$ cat config.mk
export PLATFORM = sky130hd
export DESIGN_NAME = int_ctrl_flat
export DESIGN_NICKNAME = d
export VERILOG_FILES = /design/src/rtl/int_ctrl_pkg.sv /design/src/rtl/int_ctrl_if.sv /design/src/rtl/int_prio_sel.sv /design/src/rtl/int_ctrl.sv /design/src/flat_wrapper.sv
export SDC_FILE = /design/constraint.sdc
export NUM_CORES = 1
export LEC_CHECK = 0
export BUFFER_PORTS_ARGS = -buffer_cell sky130_fd_sc_hd__buf_2
export CAP_MARGIN = 5
export CORE_ASPECT_RATIO = 0.7
export CORE_MARGIN = 3
export CORE_UTILIZATION = 45
export CTS_CLUSTER_DIAMETER = 40
export CTS_CLUSTER_SIZE = 28
export DETAILED_ROUTE_END_ITERATION = 10
export PLACE_DENSITY = 0.66
export SLEW_MARGIN = 40
export SYNTH_ARGS = -nofsm -noshare
export SYNTH_HDL_FRONTEND = slang
export SYNTH_HIERARCHICAL = 1
export SYNTH_SLANG_ARGS = --single-unit
$ cat constraint.sdc
create_clock -name clk -period 8.3 [get_ports clk]
set_clock_uncertainty 0.1 [all_clocks]
set_input_delay 0.83 -clock clk [delete_from_list [all_inputs] [get_ports clk]]
set_output_delay 0.83 -clock clk [all_outputs]
set_load 0.05 [all_outputs]
$ cat src/rtl/int_ctrl_pkg.sv
// Shared constants for the platform external interrupt controller.
// Register word addresses, ID width and the MEI trap cause.
package int_ctrl_pkg;

    localparam int ID_W = 5;

    localparam logic [5:0] INTC_ENABLE    = 6'h00;
    localparam logic [5:0] INTC_THRESHOLD = 6'h01;
    localparam logic [5:0] INTC_PENDING   = 6'h02;
    localparam logic [5:0] INTC_CLAIM     = 6'h03;
    localparam logic [5:0] INTC_EDGE      = 6'h04;
    localparam logic [5:0] INTC_PRIO_BASE = 6'h08;

    localparam logic [31:0] MEI_CAUSE = 32'h8000000B;

endpackage

$ cat src/rtl/int_ctrl_if.sv
// Word-addressed configuration port of the interrupt controller.
// Read data is registered and valid the cycle after the read strobe.
interface int_ctrl_if;

    logic        cfg_we_i;
    logic        cfg_re_i;
    logic [5:0]  cfg_addr_i;
    logic [31:0] cfg_wdata_i;
    logic [31:0] cfg_rdata_o;

    modport master (
        output cfg_we_i,
        output cfg_re_i,
        output cfg_addr_i,
        output cfg_wdata_i,
        input  cfg_rdata_o
    );

    modport slave (
        input  cfg_we_i,
        input  cfg_re_i,
        input  cfg_addr_i,
        input  cfg_wdata_i,
        output cfg_rdata_o
    );

endinterface

$ cat src/rtl/int_prio_sel.sv
// Combinational binary reduction tree picking the highest-priority
// candidate; ties resolve to the lowest source ID.
module int_prio_sel
    import int_ctrl_pkg::*;
#(
    parameter int NUM_SRC = 8,
    parameter int PRIO_W  = 3
) (
    input  logic [NUM_SRC-1:0]             cand_i,
    input  logic [NUM_SRC-1:0][PRIO_W-1:0] prio_i,
    output logic [ID_W-1:0]                id_o
);

    localparam int P = 1 << $clog2(NUM_SRC);

    logic              nd_vld  [2*P-1:1];
    logic [PRIO_W-1:0] nd_prio [2*P-1:1];
    logic [ID_W-1:0]   nd_id   [2*P-1:1];

    // Heap layout: leaves at P..2P-1, node n reduces 2n and 2n+1.
    always_comb begin
        for (int i = 0; i < P; i++) begin
            nd_vld[P+i]  = 1'b0;
            nd_prio[P+i] = '0;
            nd_id[P+i]   = ID_W'(i + 1);
            if (i < NUM_SRC) begin
                nd_vld[P+i]  = cand_i[i];
                nd_prio[P+i] = prio_i[i];
            end
        end
        for (int n = P - 1; n >= 1; n--) begin
            // Left subtree holds lower IDs, so it keeps ties.
            if (nd_vld[2*n] &&
                (!nd_vld[2*n+1] ||
                 nd_prio[2*n] >= nd_prio[2*n+1])) begin
                nd_vld[n]  = 1'b1;
                nd_prio[n] = nd_prio[2*n];
                nd_id[n]   = nd_id[2*n];
            end else begin
                nd_vld[n]  = nd_vld[2*n+1];
                nd_prio[n] = nd_prio[2*n+1];
                nd_id[n]   = nd_id[2*n+1];
            end
        end
        id_o = nd_vld[1] ? nd_id[1] : '0;
    end

endmodule

$ cat src/rtl/int_ctrl.sv
// Platform external interrupt controller: syncs sources, tracks
// pending/in-service and runs claim/complete toward the trap unit.
module int_ctrl
    import int_ctrl_pkg::*;
#(
    parameter int NUM_SRC = 8,
    parameter int PRIO_W  = 3
) (
    input  logic               clk,
    input  logic               rst_n,
    input  logic [NUM_SRC-1:0] src_i,
    int_ctrl_if.slave          cfg,
    output logic               int_o,
    output logic [ID_W-1:0]    int_id_o
);

    logic [NUM_SRC-1:0] sync1_q, sync1_d;
    logic [NUM_SRC-1:0] s_q, s_d;
    logic [NUM_SRC-1:0] s_prev_q, s_prev_d;
    logic [NUM_SRC-1:0] enable_q, enable_d;
    logic [NUM_SRC-1:0] edge_q, edge_d;
    logic [NUM_SRC-1:0] pending_q, pending_d;
    logic [NUM_SRC-1:0] in_service_q, in_service_d;
    logic [PRIO_W-1:0]  threshold_q, threshold_d;
    logic [NUM_SRC-1:0][PRIO_W-1:0] prio_q, prio_d;
    logic [31:0]        rdata_q, rdata_d;
    logic               int_q, int_d;

    logic [NUM_SRC-1:0] rise;
    logic [NUM_SRC-1:0] cand;
    logic [NUM_SRC-1:0] claim_hit;
    logic [NUM_SRC-1:0] cmp_hit;
    logic [ID_W-1:0]    win_id;
    logic               claim;
    logic               complete;
    logic [31:0]        rd;

    assign claim    = cfg.cfg_re_i && cfg.cfg_addr_i == INTC_CLAIM;
    assign complete = cfg.cfg_we_i && cfg.cfg_addr_i == INTC_CLAIM;
    assign rise     = s_q & ~s_prev_q;

    always_comb begin
        for (int i = 0; i < NUM_SRC; i++) begin
            cand[i] = pending_q[i] && enable_q[i] &&
                      !in_service_q[i] &&
                      prio_q[i] > threshold_q;
            claim_hit[i] = claim && win_id == ID_W'(i + 1);
            cmp_hit[i]   = complete &&
                           cfg.cfg_wdata_i == 32'(i + 1);
        end
    end

    int_prio_sel #(
        .NUM_SRC (NUM_SRC),
        .PRIO_W  (PRIO_W)
    ) u_sel (
        .cand_i (cand),
        .prio_i (prio_q),
        .id_o   (win_id)
    );

    always_comb begin
        sync1_d      = src_i;
        s_d          = sync1_q;
        s_prev_d     = s_q;
        enable_d     = enable_q;
        edge_d       = edge_q;
        threshold_d  = threshold_q;
        prio_d       = prio_q;
        pending_d    = pending_q;
        in_service_d = in_service_q;
        int_d        = win_id != '0;

        for (int i = 0; i < NUM_SRC; i++) begin
            // A fresh edge beats a same-cycle claim.
            if (edge_q[i])
                pending_d[i] = (pending_q[i] & ~claim_hit[i])
                             | rise[i];
            else if (claim_hit[i])
                pending_d[i] = 1'b0;
            else if (!in_service_q[i])
                pending_d[i] = s_q[i];
            in_service_d[i] = (in_service_q[i] | claim_hit[i])
                            & ~cmp_hit[i];
        end

        if (cfg.cfg_we_i) begin
            unique case (1'b1)
                cfg.cfg_addr_i == INTC_ENABLE:
                    enable_d = cfg.cfg_wdata_i[NUM_SRC-1:0];
                cfg.cfg_addr_i == INTC_THRESHOLD:
                    threshold_d = cfg.cfg_wdata_i[PRIO_W-1:0];
                cfg.cfg_addr_i == INTC_EDGE:
                    edge_d = cfg.cfg_wdata_i[NUM_SRC-1:0];
                default: ;
            endcase
            for (int i = 0; i < NUM_SRC; i++)
                if (cfg.cfg_addr_i == INTC_PRIO_BASE + 6'(i))
                    prio_d[i] = cfg.cfg_wdata_i[PRIO_W-1:0];
        end
    end

    // Reads see pre-write state, so read-during-write returns old data.
    always_comb begin
        rd = '0;
        unique case (1'b1)
            cfg.cfg_addr_i == INTC_ENABLE:
                rd[NUM_SRC-1:0] = enable_q;
            cfg.cfg_addr_i == INTC_THRESHOLD:
                rd[PRIO_W-1:0] = threshold_q;
            cfg.cfg_addr_i == INTC_PENDING:
                rd[NUM_SRC-1:0] = pending_q;
            cfg.cfg_addr_i == INTC_CLAIM:
                rd[ID_W-1:0] = win_id;
            cfg.cfg_addr_i == INTC_EDGE:
                rd[NUM_SRC-1:0] = edge_q;
            default: ;
        endcase
        for (int i = 0; i < NUM_SRC; i++)
            if (cfg.cfg_addr_i == INTC_PRIO_BASE + 6'(i))
                rd[PRIO_W-1:0] = prio_q[i];
        rdata_d = cfg.cfg_re_i ? rd : rdata_q;
    end

    always_ff @(posedge clk or negedge rst_n) begin
        if (!rst_n) begin
            sync1_q      <= '0;
            s_q          <= '0;
            s_prev_q     <= '0;
            enable_q     <= '0;
            edge_q       <= '0;
            threshold_q  <= '0;
            prio_q       <= '0;
            pending_q    <= '0;
            in_service_q <= '0;
            rdata_q      <= '0;
            int_q        <= 1'b0;
        end else begin
            sync1_q      <= sync1_d;
            s_q          <= s_d;
            s_prev_q     <= s_prev_d;
            enable_q     <= enable_d;
            edge_q       <= edge_d;
            threshold_q  <= threshold_d;
            prio_q       <= prio_d;
            pending_q    <= pending_d;
            in_service_q <= in_service_d;
            rdata_q      <= rdata_d;
            int_q        <= int_d;
        end
    end

    assign int_o           = int_q;
    assign int_id_o        = win_id;
    assign cfg.cfg_rdata_o = rdata_q;

endmodule

$ cat src/flat_wrapper.sv
// flat-port wrapper written by rule: the top's interface ports become plain ports
module int_ctrl_flat import int_ctrl_pkg::*;
#(
    parameter int NUM_SRC = 8,
    parameter int PRIO_W  = 3
)
  (clk, rst_n, src_i, int_o, int_id_o, cfg_cfg_we_i, cfg_cfg_re_i, cfg_cfg_addr_i, cfg_cfg_wdata_i, cfg_cfg_rdata_o);
  int_ctrl_if cfg_i ();
  input  logic clk;
  input  logic rst_n;
  input  logic [NUM_SRC-1:0] src_i;
  output logic int_o;
  output logic [ID_W-1:0] int_id_o;
  input wire logic [$bits(cfg_i.cfg_we_i)-1:0] cfg_cfg_we_i;
  input wire logic [$bits(cfg_i.cfg_re_i)-1:0] cfg_cfg_re_i;
  input wire logic [$bits(cfg_i.cfg_addr_i)-1:0] cfg_cfg_addr_i;
  input wire logic [$bits(cfg_i.cfg_wdata_i)-1:0] cfg_cfg_wdata_i;
  output wire logic [$bits(cfg_i.cfg_rdata_o)-1:0] cfg_cfg_rdata_o;
  assign cfg_i.cfg_we_i = cfg_cfg_we_i;
  assign cfg_i.cfg_re_i = cfg_cfg_re_i;
  assign cfg_i.cfg_addr_i = cfg_cfg_addr_i;
  assign cfg_i.cfg_wdata_i = cfg_cfg_wdata_i;
  assign cfg_cfg_rdata_o = cfg_i.cfg_rdata_o;
  int_ctrl #(.NUM_SRC(NUM_SRC), .PRIO_W(PRIO_W)) u_core (.clk(clk), .rst_n(rst_n), .src_i(src_i), .cfg(cfg_i), .int_o(int_o), .int_id_o(int_id_o));
endmodule
======== Yosys cells after proc, flatten, opt, wreduce, memory -nomap -nowiden ========
Index checks and enable logic that the tools add are counted.
storage, ports and cells
  register bits after elaboration ......... 92
  input port bits ......................... 50
  output and inout bits ................... 38
  word-level logic and storage cells ...... 266
operators by class
  reductions and logical operators ........ 84
  mux-type cells .......................... 56
  equal/unequal tests ..................... 36
  bitwise logic cells ..................... 50
  $lt $le $gt $ge ......................... 15
operators by type and width
  cell                                                    number
  == test 32 x 3 -> 1 bit (second input constant)         4
  == test 32 x 2 -> 1 bit (second input constant)         2
  logical AND 1 bit                                       49
  == test 6 x 4 -> 1 bit (second input constant)          8
  two-way mux 3 bit                                       15
  == test 32 x 1 -> 1 bit (second input constant)         1
  == test 32 x 4 -> 1 bit (second input constant)         1
  two-way mux 1 bit                                       31
  > comparator 3 bit                                      8
  inequality test 3 x 2 -> 1 bit (second input constant)  8
  AND reduction 2 bit                                     11
  >= comparator 3 bit                                     7
  == test 5 x 3 -> 1 bit (second input constant)          4
  two-way mux 5 bit                                       4
  bitwise AND 1 bit                                       16
  NOT 1 bit                                               16
  bitwise OR 1 bit                                        16
  zero test 1 bit                                         15
  one-hot mux 3 bit (5 select lines)                      1
  == test 6 x 2 -> 1 bit (second input constant)          2
  == test 5 x 2 -> 1 bit (second input constant)          2
  one-hot mux 3 bit (3 select lines)                      1
  bitwise AND 8 bit                                       1
  NOT 8 bit                                               1
  10 further kinds                                        17

======== Longest topological paths before layout ========
  depth after elaboration ................. 25
  gate-level depth with buffers ........... 27
  depth with buffers taken out ............ 27

======== Cells and area by module ========
The synthesis kept the hierarchy.
modules (own cells, without submodules)
  module        cells an instance  area each (µm²)  instances
  int_ctrl      461                4880.9           1
  int_prio_sel  119                878.3            1

======== Worst setup path before layout ========
Ideal clock, no wire load.
  path type ............................... reg-to-reg
  start point ............................. register u_core.threshold_q[2]
  end point ............................... register u_core.pending_q[5]
  path buffers ............................ 0
  period minus slack after synthesis ...... 6759 ps
  data arrival time ....................... 6538 ps
  required time ........................... 8079 ps
  slack ................................... 1541 ps
  cell stages (with the launch flop) ...... 24
  cell sequence ........................... dfrtp_1 > inv_1 > ha_1 > and3_1 > nor4_1 > o21ai_0 > a21oi_2 > mux2i_1 > inv_1 > ha_1 > or3b_1 > a211oi_2 > or2_2 > mux2_2 > ha_1 > nor2b_1 > o21ai_0 > o21a_1 > o32ai_1 > nand3b_1 > or4_4 > nor3b_2 > a21o_1 > o21ai_1
RTL lines
  item                                                           line                                    RTL
  from (decl)                                                    int_ctrl.sv:24                          logic [PRIO_W-1:0] threshold_q, threshold_d;
  from (signal assigned)                                         int_ctrl.sv:144                         threshold_q <= threshold_d;
  > comparator 3 bit *                                           int_ctrl.sv:46                          prio_q[i] > threshold_q;
  logical AND 1 bit *                                            int_ctrl.sv:45                          !in_service_q[i] &&
  net u_core.cand[2]                                             int_ctrl.sv:30                          logic [NUM_SRC-1:0] cand;
  logical AND 1 bit *                                            int_prio_sel.sv:33                      if (nd_vld[2*n] &&
  two-way mux 3 bit / two-way mux 1 bit (equally long branches)  int_prio_sel.sv:33
  >= comparator 3 bit / zero test 1 bit (equally long branches)  int_prio_sel.sv:35, int_prio_sel.sv:34
  logical OR 1 bit                                               int_prio_sel.sv:34                      (!nd_vld[2*n+1] ||
  logical AND 1 bit                                              int_prio_sel.sv:33
  (+5 left out)                                                  -
  two-way mux 5 bit *                                            int_prio_sel.sv:45                      id_o = nd_vld[1] ? nd_id[1] : '0;
  net int_id_o[1]                                                flat_wrapper.sv:13                      output logic [ID_W-1:0] int_id_o;
  == test 5 x 3 -> 1 bit *                                       int_ctrl.sv:47                          claim_hit[i] = claim && win_id == ID_W'(i + 1);
  logical AND 1 bit *                                            int_ctrl.sv:47
  NOT 1 bit                                                      int_ctrl.sv:77                          pending_d[i] = (pending_q[i] & ~claim_hit[i])
  bitwise AND 1 bit                                              int_ctrl.sv:77
  bitwise OR 1 bit                                               int_ctrl.sv:78                          | rise[i];
  two-way mux 1 bit                                              int_ctrl.sv:76                          if (edge_q[i])
  to (signal assigned)                                           int_ctrl.sv:146                         pending_q <= pending_d;
  to (decl)                                                      int_ctrl.sv:22                          logic [NUM_SRC-1:0] pending_q, pending_d;
The timed path passes the listed nets; every way through them passes the cells marked *.
A chain may end at the register's enable or synchronous reset.

======== Worst setup path in the final report ========
  start point ............................. register u_core.threshold_q[2]
  end point ............................... output port int_id_o[0]
RTL lines
  item                                                           line                                    RTL
  > comparator 3 bit *                                           int_ctrl.sv:46
  logical AND 1 bit *                                            int_ctrl.sv:45
  net u_core.cand[2]                                             int_ctrl.sv:30
  logical AND 1 bit *                                            int_prio_sel.sv:33
  two-way mux 3 bit / two-way mux 1 bit (equally long branches)  int_prio_sel.sv:33
  >= comparator 3 bit / zero test 1 bit (equally long branches)  int_prio_sel.sv:35, int_prio_sel.sv:34
  logical OR 1 bit                                               int_prio_sel.sv:34
  logical AND 1 bit                                              int_prio_sel.sv:33
  two-way mux 3 bit                                              int_prio_sel.sv:33
  >= comparator 3 bit                                            int_prio_sel.sv:35                      nd_prio[2*n] >= nd_prio[2*n+1])) begin
  logical OR 1 bit                                               int_prio_sel.sv:34
  logical AND 1 bit                                              int_prio_sel.sv:33
  two-way mux 5 bit / two-way mux 1 bit (equally long branches)  int_prio_sel.sv:33
  two-way mux 5 bit *                                            int_prio_sel.sv:45
  to (decl)                                                      flat_wrapper.sv:13
Marks and branches as above.

==> run_results.csv <==
group,metric,value,unit
logic_synthesis,synth-main-ff-cell,"dfrtp_1",
logic_synthesis,ys_ff_latch,92,
cells_and_area,drive_above_1_share,24.3,%
sta,hold_viol,0,
setup_path,path_delay_family,"compound AO/OA/AOI/OAI gates",
cells_and_area,num_antenna_cells,0,
detailed_routing,vias_per_cell,5.83,
cells_and_area,nets,732,
detailed_routing,wirelength,16.3,mm
detailed_routing,first_iter_violations,406,
floorplanning,io_pins,88,
power_and_ir_drop,intPower,850,uW
logic_synthesis,syn_avg_cell_area,9.93,um^2
floorplanning,die_area,14200,um^2
global_routing,grtUsageTotal,22.8,%
power_and_ir_drop,p_sw_share,35.8,%
run,maxCapViolations,0,
detailed_routing,avgRoutedWirePerCell,20.3,um
placement,pre_cts_ws,1.21,ns
sta,slew_violations,0,
placement,gp_congestion,0.928,
setup_path,cp_slowest_stage_delay,0.65,ns
floorplanning,fp.dieH,101,um
power_and_ir_drop,p_leak,0.00309,uW
cells_and_area,design_area,6440,um^2
clocking,cts_resized,0,
sta,final-setup-viol-count,0,
logic_synthesis,yosysWarnings,6,
worst_hold_path,hp-class,"flip-flop to flip-flop",
logic_synthesis,async_flop_share,100,%
logic_synthesis,syn_inst,580,
setup_path,start_kind,"flip-flop",
global_routing,antenna_found_initial,0,
placement,numPortBuffers,62,
global_routing,overflow,0,
setup_path,critPathRequiredTime,7.37,ns
setup_path,reg2reg_slack,1.21,ns
power_and_ir_drop,finalPower,1330,uW
clocking,ctsHoldBuffers,0,
cells_and_area,fin_cells,799,
placement,dp_hpwl,12.0,mm
sta,fin_tns_setup,0,ns
detailed_routing,drc,0,
setup_path,criticalPathCategory,"flip-flop to primary output",
sta,final.period_utilization,90.6,%
setup_path,crit_path_frequent_cell,"o21ai_0",
status,status,"finished, final reports clean",
sta,grt_setup_unrepaired,"no",
global_routing,grt_pass1_wl,24.9,mm
cells_and_area,syn2layout_area_growth,11.9,%
setup_path,path_cells,"inv_1 -> ha_1 -> and3_1 -> nor4_1 -> o21ai_0 -> a21oi_2 -> mux2i_1 -> inv_1 -> ha_1 -> or3b_1 -> a211oi_2 -> or2_2 -> mux2_2 -> ha_1 -> nor2b_1 -> o21ai_0 -> o21ai_0 -> o21ai_0 -> o22ai_1 -> buf_2",
floorplanning,core,12100,um^2
power_and_ir_drop,p_per_area,206,nW/um^2
placement,post-place-cells,783,
clocking,post_cts_buffers,0,
clocking,clk_latency,0.35,ns
floorplanning,row_count,33,
logic_synthesis,ys_seq_area_share,40.0,%
sta,setup_ws,0.781,ns
detailed_routing,final_antenna_net_count,0,
setup_path,critPathMaxFanout,10,
logic_synthesis,synth_edf_count,0,
sta,max_slew.worst_pin.slew,0.794,ns
power_and_ir_drop,seq_power_share,41.7,%
placement,postPlaceCellArea,6130,um^2
global_routing,grt_pass1_vias,4428,
setup_path,endpoint_kind,"primary output",
sta,fmax,0.133,GHz
clocking,tritoncts,"done",
logic_synthesis,ys_types,58,
detailed_routing,firstDrtPassIters,5,
floorplanning,die_width,141,um
clocking,cts_sinks,92,
logic_synthesis,netlist_area,5760,um^2
floorplanning,initial_core_util,47.6,%
power_and_ir_drop,clkPwrFrac,31.4,%
setup_path,crit_slowest_cell,"o22ai_1",
power_and_ir_drop,ir_worst_vdd,0.115,mV
sta,finalCriticalPeriod,7.52,ns
clocking,path_clk_slew,0.07,ns
clocking,numCtsBuffers,9,
global_routing,grt_max_degree,66,
clocking,cts.path.max_buffers,2,
clocking,h-tree-depth,3,
setup_path,critPathBufInv,3,
clocking,ctsRootBufferMaster,"clkbuf_16",
power_and_ir_drop,combPwrFrac,27.0,%
setup_path,worstPathArrival,6.59,ns
detailed_routing,vias,4660,
power_and_ir_drop,switchingPower,475,uW
cells_and_area,nFillCells,1119,
sta,slew_headroom,47.1,%
[synthesized netlist by cell type, types with 2 or more instances]
cell,count,share of area (%)
or3b_2,3,0.46
nor2b_1,5,0.54
nor3b_2,2,0.43
buf_2,2,0.17
a21oi_2,5,0.76
and3b_1,2,0.30
nand2_1,43,2.8
a221o_1,2,0.35
conb_1,2,0.13
or2_2,4,0.43
clkbuf_1,11,0.72
nand2b_1,7,0.76
a221oi_1,5,0.76
nor4b_1,2,0.30
ha_1,45,9.8
nand4_1,4,0.43
inv_1,40,2.6
a21o_1,16,2.1
mux2i_1,22,3.8
a211oi_1,2,0.26
a22o_1,2,0.30
buf_1,2,0.13
nand3_1,6,0.52
mux2_2,51,10
nor3_1,8,0.70
o21ai_1,6,0.52
nor2_1,40,2.6
o21ai_0,28,2.4
a22oi_1,14,1.8
nor4_1,17,1.8
dfrtp_1,92,40
and3_1,10,1.1
and2_1,3,0.33
o21a_1,4,0.52
a21oi_1,20,1.7
o221ai_1,2,0.30
o211ai_1,3,0.39
nand3b_1,3,0.39
nor3b_1,2,0.26
buf_4,25,3.3
[cell families after synthesis]
| kind of cell | share of synthesized area (%) |
|---|---|
| DFF | 40.0 |
| AOI/OAI and AO/OA | 14.1 |
| and+or+nand+nor | 15.3 |
| buffers and inverters | 6.89 |
| muxes | 13.8 |
| other | 0.130 |
| adders and majority gates | 9.78 |
[power groups by stage]
stage	clock network (uW)	registers, uW	logic [uW]
detailed placement	0	559	351
global placement	0	556	340
CTS	423	550	354
global route	441	558	399
finish	416	552	357
floorplan	0	552	256
[final cells by class]
| cell class | instances | area [um^2] | area share, % |
|---|---|---|---|
| clock buffers | 10 | 239 | 3.71 |
| flip-flops and latches | 92 | 2300 | 35.7 |
| multi-input cells | 431 | 3180 | 49.3 |
| well taps | 157 | 196 | 3.05 |
| clock inverters | 6 | 52.6 | 0.816 |
| inverters | 40 | 150 | 2.33 |
| repair buffers | 63 | 324 | 5.03 |
[stage by stage]
step | utilization, % | hold slack [ns]
floorplan | - | 0.231
global placement | 50.6 | 0.235
detailed placement | 50.6 | 0.240
CTS | 53.1 | 0.257
global route | 53.3 | 0.260
finish | 53.3 | 0.254
[state kept, by name (all words and copies together), names as in the netlist]
name / flops
u_core/edge_q: 8
u_core/s_prev_d: 8
u_core/pending_q: 8
u_core/enable_q: 8
u_core/s_prev_q: 8
u_core/in_service_q: 8
u_core/threshold_q: 3
u_core/s_d: 8
u_core/cfg.cfg_rdata_o: 8
u_core/int_o: 1
u_core/prio_q: 24
[layout by cell type, fill, tap and decap left out, drive strengths merged, types with 5 or more instances in the layout]
| cell type | synthesis | routed |
|---|---|---|
| a21o | 16 | 16 |
| a21oi | 25 | 25 |
| a221oi | 5 | 5 |
| a22oi | 14 | 14 |
| and3 | 10 | 10 |
| buf | 29 | 63 |
| clkbuf | 11 | 10 |
| conb | 2 | 25 |
| dfrtp | 92 | 92 |
| ha | 45 | 45 |
| inv | 40 | 44 |
| mux2 | 51 | 51 |
| mux2i | 22 | 22 |
| nand2 | 43 | 43 |
| nand2b | 7 | 7 |
| nand3 | 6 | 6 |
| nor2 | 40 | 40 |
| nor2b | 5 | 5 |
| nor3 | 8 | 8 |
| nor4 | 17 | 17 |
| o21ai | 35 | 35 |
[path summary, 6_finish.rpt]
path                                       start                        end  depth (start not counted)
max                        u_core/threshold_q[2]                int_id_o[0]                         20
min                                u_core/s_d[2]         u_core/s_prev_d[2]                          0
max reg2reg                u_core/threshold_q[2]  u_core/cfg.cfg_rdata_o[0]                         24
min reg2reg                        u_core/s_d[2]         u_core/s_prev_d[2]                          0
max in group asynchronous                  rst_n         u_core/enable_q[2]                          2
min in group asynchronous                  rst_n         u_core/s_prev_d[2]                          1
[layer usage]
| layer | up-vias | GRT usage, % | share of wire [%] |
|---|---|---|---|
| met1 | 2302 | 33.8 | 48 |
| met3 | 21 | 4.41 | 7.1 |
| met5 | - | 0 | 0 |
| met4 | 0 | 5.36 | 1.3 |
| met2 | 189 | 34.6 | 44 |
| li1 | 2148 | - | - |
Power figures use the tool's default switching activity.
